===== config.mk =====
export PLATFORM = sky130hd
export DESIGN_NAME = cad_display_driver_flat
export DESIGN_NICKNAME = d
export VERILOG_FILES = /design/src/rtl/cad_display_driver_if.sv /design/src/rtl/cad_display_driver.sv /design/src/flat_wrapper.sv
export SDC_FILE = /design/constraint.sdc
export NUM_CORES = 1
export LEC_CHECK = 0
export CAP_MARGIN = 40
export CORE_UTILIZATION = 34
export DETAILED_ROUTE_END_ITERATION = 8
export PLACE_DENSITY_LB_ADDON = 0.25
export SKIP_LAST_GASP = 1
export SLEW_MARGIN = 15
export SYNTH_ARGS = -nofsm -noshare
export SYNTH_HDL_FRONTEND = slang
export SYNTH_SLANG_ARGS = --single-unit

===== constraint.sdc =====
create_clock -name clk_i -period 2.05 [get_ports clk_i]
set_input_delay 0.41 -clock clk_i [delete_from_list [all_inputs] [get_ports clk_i]]
set_output_delay 0.41 -clock clk_i [all_outputs]
set_load 0.02 [all_outputs]

===== src/rtl/cad_display_driver_if.sv =====
// rtl/cad_display_driver_if.sv - cadence input and multiplexed display output bundle
// master drives cadence and observes the display; slave is the display driver.
interface cad_display_driver_if;
  logic [9:0] cad_in;
  logic [6:0] disp_seg;
  logic [2:0] disp_an;
  logic       busy;

  modport master (
    output cad_in,
    input  disp_seg,
    input  disp_an,
    input  busy
  );

  modport slave (
    input  cad_in,
    output disp_seg,
    output disp_an,
    output busy
  );
endinterface


===== src/rtl/cad_display_driver.sv =====
// rtl/cad_display_driver.sv - cadence to 3-digit multiplexed 7-segment driver
// Serial double-dabble conversion feeds latched digits; a free-running scanner multiplexes them.
module cad_display_driver #(
  parameter int REFRESH_DIV = 32,
  parameter int MAX_DISP    = 999
) (
  input  logic                 clk_i,
  input  logic                 rst_i,
  cad_display_driver_if.slave  bus
);

  localparam logic [1:0] S_IDLE  = 2'd0;
  localparam logic [1:0] S_SHIFT = 2'd1;
  localparam logic [1:0] S_LOAD  = 2'd2;

  localparam int         RW    = (REFRESH_DIV > 1) ? $clog2(REFRESH_DIV) : 1;
  localparam logic [RW-1:0] REF_LAST = RW'(REFRESH_DIV - 1);
  localparam logic [9:0] MAX_V = 10'(MAX_DISP);

  logic [1:0]    state_q, state_d;
  logic [9:0]    last_val_q, last_val_d;
  logic [21:0]   shreg_q, shreg_d;
  logic [3:0]    iter_q, iter_d;
  logic          busy_q, busy_d;
  logic [11:0]   dig_q, dig_d;
  logic [1:0]    scan_q, scan_d;
  logic [RW-1:0] ref_q, ref_d;
  logic [6:0]    seg_q, seg_d;
  logic [2:0]    an_q, an_d;

  logic [9:0]    sat_val;
  logic [21:0]   adj;
  logic [21:0]   dabbled;
  logic [3:0]    dig_h, dig_t, dig_u;

  function automatic logic [6:0] seg_code(input logic [3:0] d);
    logic [6:0] s;
    case (d)
      4'd0:    s = 7'h3F;
      4'd1:    s = 7'h06;
      4'd2:    s = 7'h5B;
      4'd3:    s = 7'h4F;
      4'd4:    s = 7'h66;
      4'd5:    s = 7'h6D;
      4'd6:    s = 7'h7D;
      4'd7:    s = 7'h07;
      4'd8:    s = 7'h7F;
      4'd9:    s = 7'h6F;
      default: s = 7'h00;
    endcase
    return s;
  endfunction

  assign sat_val = (bus.cad_in > MAX_V) ? MAX_V : bus.cad_in;
  assign dig_h   = dig_q[11:8];
  assign dig_t   = dig_q[7:4];
  assign dig_u   = dig_q[3:0];

  // Add-3 correction on each BCD nibble, then one shift of the whole register.
  always_comb begin
    adj = shreg_q;
    for (int i = 0; i < 3; i++) begin
      if (adj[10+4*i +: 4] >= 4'd5) begin
        adj[10+4*i +: 4] = adj[10+4*i +: 4] + 4'd3;
      end
    end
    dabbled = adj << 1;
  end

  always_comb begin
    state_d    = state_q;
    last_val_d = last_val_q;
    shreg_d    = shreg_q;
    iter_d     = iter_q;
    busy_d     = busy_q;
    dig_d      = dig_q;
    case (state_q)
      S_IDLE: begin
        if (bus.cad_in != last_val_q) begin
          last_val_d = bus.cad_in;
          shreg_d    = {12'b0, sat_val};
          iter_d     = 4'd0;
          busy_d     = 1'b1;
          state_d    = S_SHIFT;
        end
      end
      S_SHIFT: begin
        shreg_d = dabbled;
        iter_d  = iter_q + 4'd1;
        if (iter_q == 4'd9) begin
          state_d = S_LOAD;
        end
      end
      S_LOAD: begin
        dig_d   = shreg_q[21:10];
        busy_d  = 1'b0;
        state_d = S_IDLE;
      end
      default: begin
        busy_d  = 1'b0;
        state_d = S_IDLE;
      end
    endcase
  end

  always_comb begin
    ref_d  = (ref_q == REF_LAST) ? '0 : ref_q + 1'b1;
    scan_d = scan_q;
    if (ref_q == REF_LAST) begin
      scan_d = (scan_q == 2'd2) ? 2'd0 : scan_q + 2'd1;
    end
  end

  // Blanked slots keep their enable so the scan duty cycle stays uniform.
  always_comb begin
    seg_d = 7'h00;
    an_d  = 3'b000;
    case (scan_q)
      2'd0: begin
        an_d  = 3'b001;
        seg_d = seg_code(dig_u);
      end
      2'd1: begin
        an_d  = 3'b010;
        seg_d = (dig_h == 4'd0 && dig_t == 4'd0) ? 7'h00 : seg_code(dig_t);
      end
      2'd2: begin
        an_d  = 3'b100;
        seg_d = (dig_h == 4'd0) ? 7'h00 : seg_code(dig_h);
      end
      default: begin
        an_d  = 3'b000;
        seg_d = 7'h00;
      end
    endcase
  end

  always_ff @(posedge clk_i or posedge rst_i) begin
    if (rst_i) begin
      state_q    <= S_IDLE;
      last_val_q <= 10'd0;
      shreg_q    <= 22'd0;
      iter_q     <= 4'd0;
      busy_q     <= 1'b0;
      dig_q      <= 12'd0;
      scan_q     <= 2'd0;
      ref_q      <= '0;
      seg_q      <= 7'h00;
      an_q       <= 3'b000;
    end else begin
      state_q    <= state_d;
      last_val_q <= last_val_d;
      shreg_q    <= shreg_d;
      iter_q     <= iter_d;
      busy_q     <= busy_d;
      dig_q      <= dig_d;
      scan_q     <= scan_d;
      ref_q      <= ref_d;
      seg_q      <= seg_d;
      an_q       <= an_d;
    end
  end

  assign bus.disp_seg = seg_q;
  assign bus.disp_an  = an_q;
  assign bus.busy     = busy_q;

endmodule


===== src/flat_wrapper.sv =====
// flat-port wrapper written by rule: the top's interface ports become plain ports
module cad_display_driver_flat 
#(
  parameter int REFRESH_DIV = 32,
  parameter int MAX_DISP    = 999
)
  (clk_i, rst_i, bus_cad_in, bus_disp_seg, bus_disp_an, bus_busy);
  cad_display_driver_if bus_i ();
  input  logic clk_i;
  input  logic rst_i;
  input wire logic [$bits(bus_i.cad_in)-1:0] bus_cad_in;
  output wire logic [$bits(bus_i.disp_seg)-1:0] bus_disp_seg;
  output wire logic [$bits(bus_i.disp_an)-1:0] bus_disp_an;
  output wire logic [$bits(bus_i.busy)-1:0] bus_busy;
  assign bus_i.cad_in = bus_cad_in;
  assign bus_disp_seg = bus_i.disp_seg;
  assign bus_disp_an = bus_i.disp_an;
  assign bus_busy = bus_i.busy;
  cad_display_driver #(.REFRESH_DIV(REFRESH_DIV), .MAX_DISP(MAX_DISP)) u_core (.clk_i(clk_i), .rst_i(rst_i), .bus(bus_i));
endmodule

==> impl_metrics.csv <==
group,metric,value,unit
power_and_ir_drop,leakage,1.96,nW
yosys,synth_top_cell_area_share,46.3,%
placed_design,portBuffers,22,
yosys,avgSynthCellArea,10.2,µm²
cells_and_area,register_area,1700,µm²
timing,layout_min_cycle_time,1.91,ns
detailed_routing,drt-wirelength-per-cell,13.1,µm
detailed_routing,avgViaCountPerCell,4.93,
cells_and_area,num-fill-cells,1025,
critical_path,cp_slowest_stage_delay,0.62,ns
clock_tree,cts-hold-fix-buffers,0,
detailed_routing,drcViolationCount,0,
yosys,ys_async_sr_fraction,100,%
timing,setup_failing_eps_final,0,
clock_tree,tritoncts,"done",
cells_and_area,layout.cells.non_filler,550,
clock_tree,cts.htree.levels,3,
placed_design,post-dp-hpwl,5130,µm
critical_path,worst_path_max_fanout,6,
floorplanning,top_level_ports,23,
power_and_ir_drop,switching_share,37.8,%
placed_design,preCtsSetupSlack,-0.227,ns
power_and_ir_drop,seq_power_share,38.2,%
yosys,synth_cell_types,44,
clock_tree,cts.root.buffer_cell,"sky130_fd_sc_hd__clkbuf_8",
yosys,synth_area,3670,µm²
cells_and_area,multi_input_area,1820,µm²
timing,skew,0.00813,ns
yosys,yosys.area.top_type,"sky130_fd_sc_hd__dfrtp_1",
critical_path,worstPathCellList,"clkdlybuf4s50_1 > xnor2_1 > nand4_2 > or4_1 > o221a_1",
critical_path,timing.critical_path.slowest_stage_cell,"sky130_fd_sc_hd__or4_1",
cells_and_area,fin_util,42.7,%
timing,number_of_hold_violations_in_the_final_report,0,
critical_path,timing.setup.critical_path_class,"input pin to flip-flop",
power_and_ir_drop,clock_power_share,15.9,%
detailed_routing,final_antenna_net_count,0,
yosys,synth_edf_count,0,
critical_path,worst-endpoint-arrival,2.13,ns
timing,grt_setup_unrepaired,"false",
timing,post-route-worst-setup-slack,0.143,ns
global_routing,grt_antenna_before_repair,0,
power_and_ir_drop,p_int,3.82,mW
timing,timing.final.max_slew_violations,0,
placed_design,placed_cells_incl_taps,535,
floorplanning,rows,37,
cells_and_area,nets,447,
timing,post-route-period-util,93.0,%
yosys,yosys_most_used_dff,"sky130_fd_sc_hd__dfrtp_1",
power_and_ir_drop,power_density,1380,nW/µm²
clock_tree,cts-buffers-inserted,9,
yosys,netlist_top_cells_area,"sky130_fd_sc_hd__dfrtp_1 (46%), sky130_fd_sc_hd__ha_1 (8.5%), sky130_fd_sc_hd__mux2_2 (6.4%)",
critical_path,worst-r2r-cell-count,4,
clock_tree,path_clk_slew,0.07,ns
timing,measured_slew_at_the_worst_slew_check_pin,0.473,ns
critical_path,cp_num_cells,5,
critical_path,critPathBufInv,1,
yosys,synth_seq_area_share,46.3,%
floorplanning,initial_core_util,35.3,%
critical_path,critical_path.endpoint_type,"flip-flop",
global_routing,grt_pass1_vias,2676,
cells_and_area,most_common_cell_after_layout_fill_and_taps_aside,"sky130_fd_sc_hd__dfrtp_1",
power_and_ir_drop,power.net_switching,2.32,mW
cells_and_area,layout-area-overhead-vs-synth,21.2,%
placed_design,place_congestion,0.795,
floorplanning,design.die.area,11200,µm²
global_routing,overflow,0,
cells_and_area,post_route_cells_drive_above_1_share,17.4,%
detailed_routing,detailedRoute.firstPassIterationCount,4,
clock_tree,worstSkewPairLatency,0.34,ns
detailed_routing,routed_wirelength,7180,µm
floorplanning,fp.dieH,106,µm
min_path,timing.hold.worst_path_depth,1,
yosys,yosys_register_bits,68,
critical_path,timing.critical_path.max_delay_family,"simple AND/OR/NAND/NOR gates",
yosys,yosys_warnings,0,
outcome,outcome,"completed",
global_routing,gr-usage-all-layers,13.9,%
flow_run,cap_violations,0,
detailed_routing,route.vias.total,2712,
cells_and_area,antenna_cells,0,
clock_tree,clock-sinks,68,
clock_tree,cts_resized,0,
global_routing,maximum_number_of_pins_on_one_net_before_global_route_repair,69,
critical_path,critPathLaunchType,"input pin",
timing,fmaxAchievable,524,MHz
cells_and_area,layout_common_cells,"sky130_fd_sc_hd__dfrtp_1 (68), sky130_fd_sc_hd__nand2_1 (35), sky130_fd_sc_hd__buf_4 (31)",
critical_path,worstPathRequired,2.27,ns
yosys,synth_fp_nets,396,
power_and_ir_drop,vdd_ir_drop_max,539,µV
floorplanning,fp.dieW,106,µm
timing,maxSlewHeadroom,68.5,%
global_routing,grt_pass1_wl,12500,µm
floorplanning,coreArea,10400,µm²
yosys,post_synth_inst_count,359,
power_and_ir_drop,logic_gate_share_of_total_power,45.9,%
timing,totalNegativeSetupSlack,0,ns
min_path,hold_path_class,"flip-flop to flip-flop",
clock_tree,postCtsSetupRepairBufs,0,
detailed_routing,detailedRoute.firstIterationViolations,95,
clock_tree,cts-root-to-sink-buffers,2,
power_and_ir_drop,fin_total_pwr,6.14,mW
logic make-up (layout without fill, tap and decap cells):
logic type	after synthesis	in the layout	synth area share [%]
buf+inv	39	94	3.99
fa+ha+maj	25	25	8.52
mux	25	25	7.53
compound gates	93	93	17.5
xor+xnor	16	16	3.82
flops	68	68	46.3
simple gates	93	93	12.3
synthesized netlist by cell type (all sizes together), types with 3 or more instances:
cell and instances:
inv 24, clkbuf 15, mux2i 4, nor3 5, o221a 4, a211oi 3, o22ai 13, nand2b 10
a21oi 15, a22oi 5, dfrtp 68, xnor2 14, mux2 21, a22o 5, o31ai 3, nor2 21
ha 25, nor4b 3, nor2b 8, nand2 35, o211ai 6, o21ai 24
final timing paths:
kind                                 endpoint            startpoint  slack (ns)
min in group asynchronous    u_core.iter_q[0]                 rst_i        0.52
setup reg to reg            u_core.shreg_q[5]  u_core.last_val_q[1]        0.29
max in group asynchronous  u_core.shreg_q[19]                 rst_i        1.24
hold / removal                u_core.ref_q[0]       u_core.ref_q[0]        0.45
setup / recovery            u_core.shreg_q[5]         bus_cad_in[1]        0.14
hold reg to reg               u_core.ref_q[0]       u_core.ref_q[0]        0.45
through the flow:
stage / instance area [µm²] / hold slack, ns
final: 4450 / 0.455
after global placement: 4280 / 0.439
after floorplan: 3680 / 0.425
after CTS: 4450 / 0.454
after detailed placement: 4280 / 0.445
after global routing: 4450 / 0.501
flip-flops by register name (all words and copies together), names as in the netlist, 3 cells and up:
| name | flops |
|---|---|
| u_core.dig_q | 12 |
| u_core.bus.disp_seg | 7 |
| u_core.last_val_q | 10 |
| u_core.ref_q | 5 |
| u_core.bus.disp_an | 3 |
| u_core.shreg_q | 22 |
| u_core.iter_q | 4 |
power by group through the flow:
| stage | Combinational (mW) | Clock (mW) | Sequential, mW |
|---|---|---|---|
| 3_3_place_gp | 2.78 | 0 | 2.35 |
| 5_1_grt | 3.19 | 1.08 | 2.43 |
| 2_1_floorplan | 2.03 | 0 | 2.32 |
| 3_5_place_dp | 2.85 | 0 | 2.37 |
| 4_1_cts | 2.86 | 1.02 | 2.34 |
| 6_report | 2.82 | 0.977 | 2.34 |
area by class of cell:
type / instances / area share, %
tap: 136 / 3.82
timing repair buffer: 55 / 11.1
clock buffer: 13 / 3.57
inverter: 24 / 2.11
clock inverter: 2 / 0.225
multi-input combinational: 252 / 41.0
sequential: 68 / 38.2
per-layer routing:
layer	GRT usage, %	wire length, µm	vias to the layer above
li1	-	-	1370
met1	17.1	3320	1307
met2	24.4	3630	30
met3	3.43	193	5
met4	3.27	45	0
met5	0	0	-
No activity file was read; power rests on OpenSTA's default activity.
